[config.mk]
export PLATFORM = sky130hd
export DESIGN_NAME = sram_arbiter
export DESIGN_NICKNAME = d
export VERILOG_FILES = /design/src/rtl/sram_arbiter.sv
export SDC_FILE = /design/constraint.sdc
export NUM_CORES = 1
export LEC_CHECK = 0
export CAP_MARGIN = 40
export CORE_ASPECT_RATIO = 0.5
export CORE_MARGIN = 2
export CORE_UTILIZATION = 33
export CTS_BUF_LIST = sky130_fd_sc_hd__clkbuf_4 sky130_fd_sc_hd__clkbuf_8
export CTS_CLUSTER_SIZE = 30
export DETAILED_ROUTE_END_ITERATION = 16
export PLACE_DENSITY = 0.8
export SKIP_CTS_REPAIR_TIMING = 1
export SYNTH_ARGS = -nofsm -noshare
export SYNTH_HDL_FRONTEND = slang
export SYNTH_SLANG_ARGS = --single-unit
export TNS_END_PERCENT = 1
[constraint.sdc]
create_clock -name clk -period 2 [get_ports clk]
set_input_delay 0.3 -clock clk [delete_from_list [all_inputs] [get_ports clk]]
set_output_delay 0.3 -clock clk [all_outputs]
set_load 0.03 [all_outputs]
[src/rtl/sram_arbiter.sv]
// Two-master (fetch / MEM-stage) arbiter onto a single-port synchronous SRAM.
// Data normally wins; a starvation counter forces an inst grant after STARVE_MAX losses.
module sram_arbiter #(
  parameter int unsigned STARVE_MAX = 3
) (
  input  logic        clk,
  input  logic        resetn,
  input  logic        inst_req,
  input  logic [31:0] inst_addr,
  output logic        inst_addr_ok,
  output logic        inst_data_ok,
  output logic [31:0] inst_rdata,
  input  logic        data_req,
  input  logic        data_wr,
  input  logic [3:0]  data_wstrb,
  input  logic [31:0] data_addr,
  input  logic [31:0] data_wdata,
  output logic        data_addr_ok,
  output logic        data_data_ok,
  output logic [31:0] data_rdata,
  output logic        sram_en,
  output logic [3:0]  sram_we,
  output logic [31:0] sram_addr,
  output logic [31:0] sram_wdata,
  input  logic [31:0] sram_rdata,
  output logic [15:0] conflict_cnt
);

  localparam int unsigned SW = 4;
  localparam int unsigned CW = 16;
  localparam logic [SW-1:0] STARVE_LIM = SW'(STARVE_MAX);
  localparam logic [CW-1:0] CNT_MAX    = {CW{1'b1}};

  logic [SW-1:0] starve_q, starve_d;
  logic          resp_i_q, resp_i_d;
  logic          resp_d_q, resp_d_d;
  logic [31:0]   inst_hold_q, inst_hold_d;
  logic [31:0]   data_hold_q, data_hold_d;
  logic [CW-1:0] conflict_q, conflict_d;
  logic          gnt_i_c, gnt_d_c;

  // Grants are qualified by resetn so nothing reaches the SRAM while in reset.
  always_comb begin
    gnt_d_c = 1'b0;
    gnt_i_c = 1'b0;
    if (resetn) begin
      gnt_d_c = data_req & ~(inst_req & (starve_q == STARVE_LIM));
      gnt_i_c = inst_req & ~gnt_d_c;
    end
  end

  always_comb begin
    starve_d    = '0;
    resp_i_d    = gnt_i_c;
    resp_d_d    = gnt_d_c;
    inst_hold_d = inst_hold_q;
    data_hold_d = data_hold_q;
    conflict_d  = conflict_q;

    if (inst_req && !gnt_i_c) begin
      starve_d = (starve_q >= STARVE_LIM) ? STARVE_LIM : starve_q + SW'(1);
    end
    if (resp_i_q) inst_hold_d = sram_rdata;
    if (resp_d_q) data_hold_d = sram_rdata;
    if (inst_req && data_req && (conflict_q != CNT_MAX)) begin
      conflict_d = conflict_q + CW'(1);
    end
  end

  always_ff @(posedge clk or negedge resetn) begin
    if (!resetn) begin
      starve_q    <= '0;
      resp_i_q    <= 1'b0;
      resp_d_q    <= 1'b0;
      inst_hold_q <= '0;
      data_hold_q <= '0;
      conflict_q  <= '0;
    end else begin
      starve_q    <= starve_d;
      resp_i_q    <= resp_i_d;
      resp_d_q    <= resp_d_d;
      inst_hold_q <= inst_hold_d;
      data_hold_q <= data_hold_d;
      conflict_q  <= conflict_d;
    end
  end

  // SRAM command side and response side.
  always_comb begin
    inst_addr_ok = gnt_i_c;
    data_addr_ok = gnt_d_c;
    sram_en      = gnt_i_c | gnt_d_c;
    sram_addr    = gnt_d_c ? data_addr : inst_addr;
    sram_wdata   = data_wdata;
    sram_we      = (gnt_d_c && data_wr) ? data_wstrb : 4'b0000;
    inst_data_ok = resp_i_q;
    data_data_ok = resp_d_q;
    inst_rdata   = resp_i_q ? sram_rdata : inst_hold_q;
    data_rdata   = resp_d_q ? sram_rdata : data_hold_q;
    conflict_cnt = conflict_q;
  end

endmodule

# Yosys cells after proc, flatten, opt, wreduce, memory -nomap -nowiden

Index checks and enable logic that the tools add are counted.

Add/sub/neg operators: 2
$lt $le $gt $ge: 1
Eq/ne operators: 2
Multiplexer cells: 8
Bitwise operators: 6
Reductions and logical operators: 5

Operators by type and width:

| kind                    | count |
|---|---|
| $mux W32                | 3 |
| $add A16 B1 Y16 const B | 1 |
| $ne A16 B16 Y1 const B  | 1 |
| $mux W4                 | 3 |
| $add A4 B1 Y4 const B   | 1 |
| $eq A4 B2 Y1 const B    | 1 |
| $ge A4 B2 Y1 const B    | 1 |
| $logic_and A1 B1 Y1     | 4 |
| $and A1 B1 Y1           | 3 |
| $mux W1                 | 2 |
| $not A1 Y1              | 2 |
| $logic_not A1 Y1        | 1 |
| $or A1 B1 Y1            | 1 |

Register bits after elaboration: 86
Bits of input ports: 137
Output and inout port bits: 153
Logic and storage cells: 30

# Logic depth before layout (Yosys ltp)

Gate-level depths: netlist of the first run.

Depth after elaboration: 10
Depth in mapped cells: 6
Depth with buffers taken out: 5

# Worst setup path after synthesis of the first run

Ideal clock, no wire load.

Path type: reg2out
Start point: register starve_q[0]
End point: output port sram_addr[6]
Data arrival time: 1753 ps
Required time: 1700 ps
Setup slack: -53 ps
Stages on the path, launching flop included: 7
Buffers on the path: 2
Path through: dfrtp_1 ha_1 or3b_1 o211a_1 buf_6 buf_6 mux2_1

Longest elaborated chain between the ends: 6

RTL lines:

| item                     | RTL line | text |
|---|---|---|
| start: declaration       | 34       | `logic [SW-1:0] starve_q, starve_d;` |
| start signal: assignment | 79       | `starve_q <= starve_d;` |
| $eq A4 B2 Y1             | 47       | `gnt_d_c = data_req & ~(inst_req & (starve_q == STARVE_LIM));` |
| $and A1 B1 Y1            | 47       |  |
| $not A1 Y1               | 47       |  |
| $and A1 B1 Y1            | 47       |  |
| $mux W1                  | 46       | `if (resetn) begin` |
| $mux W32                 | 93       | `sram_addr = gnt_d_c ? data_addr : inst_addr;` |
| end: declaration         | 23       | `output logic [31:0] sram_addr,` |

Every way passes these cells.

# Worst setup path in the final report of the first run

Start point: register starve_q[0]
End point: output port sram_addr[4]

The elaborated chain is that of the path after synthesis.

==> reports/qor.csv, run 1 <==
metric;value;unit
fin_ws;-0.442;ns
yosys_most_used_dff;dfrtp_1;
dp_hpwl;9.36;mm
finalHoldViolations;0;
combPwrFrac;0.395;
synth.avg_cell_area;13.5;µm²
clockBufferDepth;2;
cp.arrival;2.14;ns
core_region_area;11900;µm²
die_area;13300;µm²
netlist.area_leader.share;0.528;
ys_warn_count;0;
p_clk_frac;0.231;
power_frac_seq;0.373;
yosys.area.top_type;dfrtp_1;
worstMarginPinSlew;0.577;ns
routed.top_layer;met4;
synth_area_leaders;dfrtp_1 (53%), mux2_2 (26%), buf_4 (5.9%);
fmax;409;MHz
drt_pass1_iterations;4;
met1_length;4.70;mm
dr_wl_met2;5.93;mm
finalMaxSlewViolations;0;
yosysSeqAreaShare;0.528;
internal_power;0.00388;W
avgRoutedWirePerCell;17.4;µm
cts_tree;built;
async_flop_share;1.00;
period_needed;2.44;ns
grt_max_degree;45;
cp_data_required_time;1.70;ns
antenna_found_initial;0;
fin_util;0.568;
n_fill_cell;992;
fin_crit_sh;1.22;
gp_congestion;0.765;
slowest_delay;0.38;ns
status;complete, but fails checks;
clk_latency;0.35;ns
root_buffer;clkbuf_8;
slew_headroom;0.615;
drive_gt1_frac;0.375;
ir_drop;0.312;mV
row_count;28;
cp_cell_sequence;ha_1 -> or3b_4 -> o211a_4 -> buf_8 -> mux2_2 -> buf_4;
critPathMaxFanout;15;
synth_edf_count;0;
grt_overflow;0;
antenna_left;0;
skew;0.00691;ns
numCtsBuffers;9;
start_util;0.341;
crit_type;register to primary output;
syn_inst;301;
grt.total_usage;0.170;
slowest_stage;or3b_4;
max_cap_viol_count;0;
leakage;3.34;nW
synth.ff_latch_count;86;
remaining_drc_errors;0;
setup_violations;37;
wl_met3;879;µm
clock-sinks;86;
areaGrowthSynthToFinish;66.6;%
io_pins;290;
grt_pass1_wl;17.1;mm
p_per_area;854;nW/µm²
cp-start-kind;register;
diodes;0;
h-tree-depth;3;
first_global_vias;3089;
via_count;3077;
fin_nets;649;
switching_share;0.332;
post_dp_cell_area;6370;µm²
endpoint_kind;primary output;
yosysUniqueCellTypes;35;
hp-class;input pin to asynchronous set/reset pin;
synth_area;4080;µm²
rsz0062_at_grt;true;
first_iter_violations;91;
fin_area;6790;µm²
port_buffers;225;
failed_checks;setup timing;
cp_top_family;simple AND/OR/NAND/NOR gates;
die_w;161;µm
viasPerCell;4.53;
path_clk_slew;0.08;ns
power.switching;0.00192;W
path_buf_inv;2;
die_h;82.6;µm
totalWireLength;11.8;mm
layer usage:
metal / up-vias / GRT usage
met2: 114 / 0.278
li1: 1438 / -
met4: 0 / 0.0714
met5: - / 0
met1: 1505 / 0.205
met3: 20 / 0.0649
kinds of logic after synthesis:
group,Yosys count,share of synthesized area
buffers and inverters,48,0.0810
other,1,0.000920
adders and majority gates,2,0.00614
AOI/OAI and AO/OA,8,0.0126
xor gates and xnor gates,13,0.0279
and+or+nand+nor,46,0.0749
muxes,97,0.269
DFF,86,0.528
cells in the mapped netlist, types with 2 or more instances:
| cell type | count |
|---|---|
| mux2_2 | 93 |
| xor2_1 | 12 |
| nor2_1 | 5 |
| nor3b_1 | 3 |
| clkbuf_1 | 2 |
| nand4_1 | 3 |
| buf_4 | 32 |
| nand2_1 | 6 |
| nor4_2 | 2 |
| nor3_1 | 6 |
| nor4_1 | 2 |
| nand4_2 | 2 |
| inv_1 | 4 |
| nand3_1 | 5 |
| o21a_1 | 2 |
| buf_6 | 4 |
| buf_1 | 6 |
| dfrtp_1 | 86 |
| and3_1 | 4 |
| a21oi_1 | 4 |
| mux2_1 | 3 |
| ha_1 | 2 |
cells in the final DEF (no fill, tap or decap), types with 2 or more instances in the layout:
| cell type | n |
|---|---|
| nor2_1 | 5 |
| dlymetal6s2s_1 | 51 |
| dfrtp_1 | 86 |
| nor3b_1 | 3 |
| clkinv_2 | 2 |
| buf_12 | 14 |
| a21oi_1 | 4 |
| inv_1 | 4 |
| mux2_1 | 2 |
| clkdlybuf4s50_1 | 119 |
| nor4_1 | 2 |
| mux2_2 | 94 |
| conb_1 | 2 |
| ha_1 | 2 |
| nand3_1 | 5 |
| buf_2 | 2 |
| bufinv_16 | 2 |
| buf_4 | 43 |
| nand4_2 | 2 |
| nand4_1 | 3 |
| clkbuf_4 | 2 |
| buf_6 | 11 |
| and3_1 | 3 |
| clkbuf_8 | 10 |
| nor4_2 | 2 |
| xor2_1 | 12 |
| o21a_1 | 2 |
| nand2_1 | 6 |
| nor3_1 | 6 |
final cells by class:
type                    count  area (µm²)  share of cell area
clock inverters             4        70.1              0.0103
inverters                   4        15.0             0.00221
repair buffers            241        2580               0.380
flip-flops and latches     86        2150               0.317
clock buffers              12         153              0.0225
well taps                 165         206              0.0304
multi-input cells         168        1610               0.238
metrics by stage:
stage / hold WS [ns] / cells / setup slack (ns) / setup TNS, ns / power (W)
5_1_grt: 0.0813 / 680 / -0.540 / -18.26 / 0.00608
4_1_cts: 0.0508 / 680 / -0.803 / -33.82 / 0.00590
2_1_floorplan: 0.00441 / 302 / -0.0532 / -0.106 / 0.00351
3_5_place_dp: 0.440 / 664 / -0.407 / -7.63 / 0.00453
6_report: 0.0597 / 680 / -0.442 / -14.96 / 0.00580
3_3_place_gp: 0.435 / 663 / -0.392 / -7.04 / 0.00449
flip-flops by register name, summed over array words and instances, names as in the netlist:
name and count:
data_data_ok 1, data_hold_q 32, starve_q 4, inst_hold_q 32, conflict_cnt 16, inst_data_ok 1
power groups by stage:
stage          logic, W  clock network (W)  registers (W)
6_report        0.00229            0.00134        0.00217
5_1_grt         0.00240            0.00147        0.00221
4_1_cts         0.00234            0.00139        0.00217
3_5_place_dp    0.00233                  0        0.00220
3_3_place_gp    0.00230                  0        0.00219
2_1_floorplan   0.00123                  0        0.00228
final timing paths:
path	from	end	slack [ns]	cells past startpoint
setup / recovery	starve_q[0]	sram_addr[4]	-0.44	6
hold / removal	resetn	conflict_cnt[7]	0.06	2
setup reg to reg	conflict_cnt[3]	conflict_cnt[1]	0.31	5
hold reg to reg	starve_q[0]	starve_q[0]	0.45	1
max in group asynchronous	resetn	inst_hold_q[20]	1.31	3
min in group clk	resetn	inst_data_ok	0.34	4
worst register-to-register path, delay by kind of cell (launching register included):
kind                   cells  cell delay, ns
flip-flops                 1            0.47
AND/OR/NAND/NOR            3            0.60
multiplexers               1            0.28
buffers and inverters      1            0.22
(Power assumes the default switching activity.)
==> run 2, diff against run 1 <==
--- a/config.mk
+++ b/config.mk
@@ -5,6 +5,7 @@
 export SDC_FILE = /design/constraint.sdc
 export NUM_CORES = 1
 export LEC_CHECK = 0
+export ABC_CLOCK_PERIOD_IN_PS = 2000
 export CAP_MARGIN = 40
 export CORE_ASPECT_RATIO = 0.5
 export CORE_MARGIN = 2
==> results of run 2 <==
Same layout as run 1: the final DEF is identical, and so are final timing and power.
==> run 3, diff against run 2 <==
--- a/config.mk
+++ b/config.mk
@@ -14,7 +14,9 @@
 export CTS_CLUSTER_SIZE = 30
 export DETAILED_ROUTE_END_ITERATION = 16
 export PLACE_DENSITY = 0.8
+export SETUP_SLACK_MARGIN = 0.02
 export SKIP_CTS_REPAIR_TIMING = 1
+export SKIP_LAST_GASP = 1
 export SYNTH_ARGS = -nofsm -noshare
 export SYNTH_HDL_FRONTEND = slang
 export SYNTH_SLANG_ARGS = --single-unit
==> run 3 against run 2 <==
  * Worst setup slack got worse by 0.0026 ns
  * Clock-buffer cell count unchanged
  * Via count about the same
  * Combinational power about the same
  * Critical endpoint is now sram_addr[17]
  * First-iteration DRC count increased by 16%
  * Clock power about the same
  * Fmax decreased by 0.11%
  * Utilization decreased by 1.3 points
  * The run still ends with setup timing left
  * Power increased by 0.47%
==> reports/qor.csv, run 3 (synthesis results as in run 1) <==
metric;value;unit
core_region_area;11900;µm²
slew_headroom;0.608;
crit_type;register to primary output;
endpoint_kind;primary output;
first_iter_violations;106;
areaGrowthSynthToFinish;62.7;%
cp_data_required_time;1.70;ns
final_common_cell;clkdlybuf4s50_1;
status;complete, but fails checks;
totalWireLength;11.8;mm
grt_max_degree;45;
clk_latency;0.35;ns
cp_cell_sequence;ha_1 -> or3b_4 -> o211a_4 -> buf_12 -> mux2_2 -> buf_4;
clock-sinks;86;
rsz0062_at_grt;true;
failed_checks;setup timing;
viasPerCell;4.52;
skew;0.00564;ns
ir_drop;0.315;mV
root_buffer;clkbuf_8;
io_pins;290;
fin_util;0.555;
finalMaxSlewViolations;0;
totalPowerFinal;0.00583;W
clockBufferDepth;2;
via_count;3076;
leakage;2.86;nW
port_buffers;225;
worstMarginPinSlew;0.587;ns
slowest_stage;or3b_4;
n_fill_cell;1035;
post_dp_cell_area;6370;µm²
grt_pass1_wl;17.1;mm
final_cells;680;
regArea;2150;µm²
fin_area;6630;µm²
drt_pass1_iterations;4;
dp_hpwl;9.36;mm
avgRoutedWirePerCell;17.3;µm
antenna_found_initial;1;
gp_congestion;0.765;
numCtsBuffers;9;
max_cap_viol_count;0;
fin_ws;-0.445;ns
remaining_drc_errors;0;
pre_cts_ws;-0.407;ns
row_count;28;
die_w;161;µm
final_cell_mix;clkdlybuf4s50_1 (170), mux2_2 (94), dfrtp_1 (86), buf_4 (54), buf_12 (14);
setup_violations;88;
fin_crit_sh;1.22;
hp-class;input pin to asynchronous set/reset pin;
path_clk_slew;0.08;ns
die_area;13300;µm²
start_util;0.341;
multiInputGateArea;1610;µm²
diodes;0;
first_global_vias;3089;
antenna_left;0;
grt.total_usage;0.170;
fmax;409;MHz
cts_tree;built;
finalHoldViolations;0;
die_h;82.6;µm
h-tree-depth;3;
slowest_delay;0.38;ns
cp.arrival;2.14;ns
dp.cells;664;
fin_nets;649;
period_needed;2.44;ns
grt_overflow;0;
p_per_area;879;nW/µm²
cp-start-kind;register;
critPathMaxFanout;21;
drive_gt1_frac;0.369;
## run 3: cell types whose count changed in the layout (fill, tap and decap cells not counted)
cell | previous run | this run
dlymetal6s2s_1 | 51 | 2
and3_4 | 1 | 0
and3_1 | 3 | 4
buf_2 | 2 | 0
clkdlybuf4s50_1 | 119 | 170
buf_4 | 43 | 54
buf_6 | 11 | 0
## run 3: power by group
part	leakage (nW)	internal [W]	total [W]	switching [W]
logic	1.71	0.00111	0.00232	0.00120
clock network	0.117	0.000762	0.00134	0.000582
registers	1.04	0.00202	0.00217	0.000142
## run 3: final timing paths
kind,from,endpoint,slack [ns],cells past startpoint
max,starve_q[0],sram_addr[17],-0.44,6
min,resetn,conflict_cnt[7],0.06,2
max reg2reg,conflict_cnt[3],conflict_cnt[1],0.31,5
min reg2reg,starve_q[0],starve_q[0],0.45,1
max in group asynchronous,resetn,inst_hold_q[20],1.30,3
min in group clk,resetn,inst_data_ok,0.35,4
## run 3: cell type report
class / count / area share
timing repair buffer: 241 / 0.366
clock inverter: 4 / 0.0106
clock buffer: 12 / 0.0230
inverter: 4 / 0.00226
multi-input combinational: 168 / 0.243
sequential: 86 / 0.324
tap: 165 / 0.0311
## run 3: critical path, delay by kind of cell (launching register included)
family,cells,cell delay (ns)
compound gates,1,0.28
fa+ha+maj,1,0.16
buf+inv,2,0.34
flops,1,0.35
mux,1,0.28
simple gates,1,0.38
## run 3: stage by stage
step	TNS (ns)	hold slack, ns
floorplan	-0.106	0.00441
global placement	-7.04	0.435
detailed placement	-7.63	0.440
CTS	-33.82	0.0508
global route	-34.23	0.0807
finish	-26.61	0.0648
## run 3: metal layers
metal	wire, µm	up-vias	GRT usage
li1	-	1437	-
met1	4690	1497	0.205
met2	5870	116	0.278
met3	865	24	0.0649
met4	316	2	0.0714
met5	16	-	0
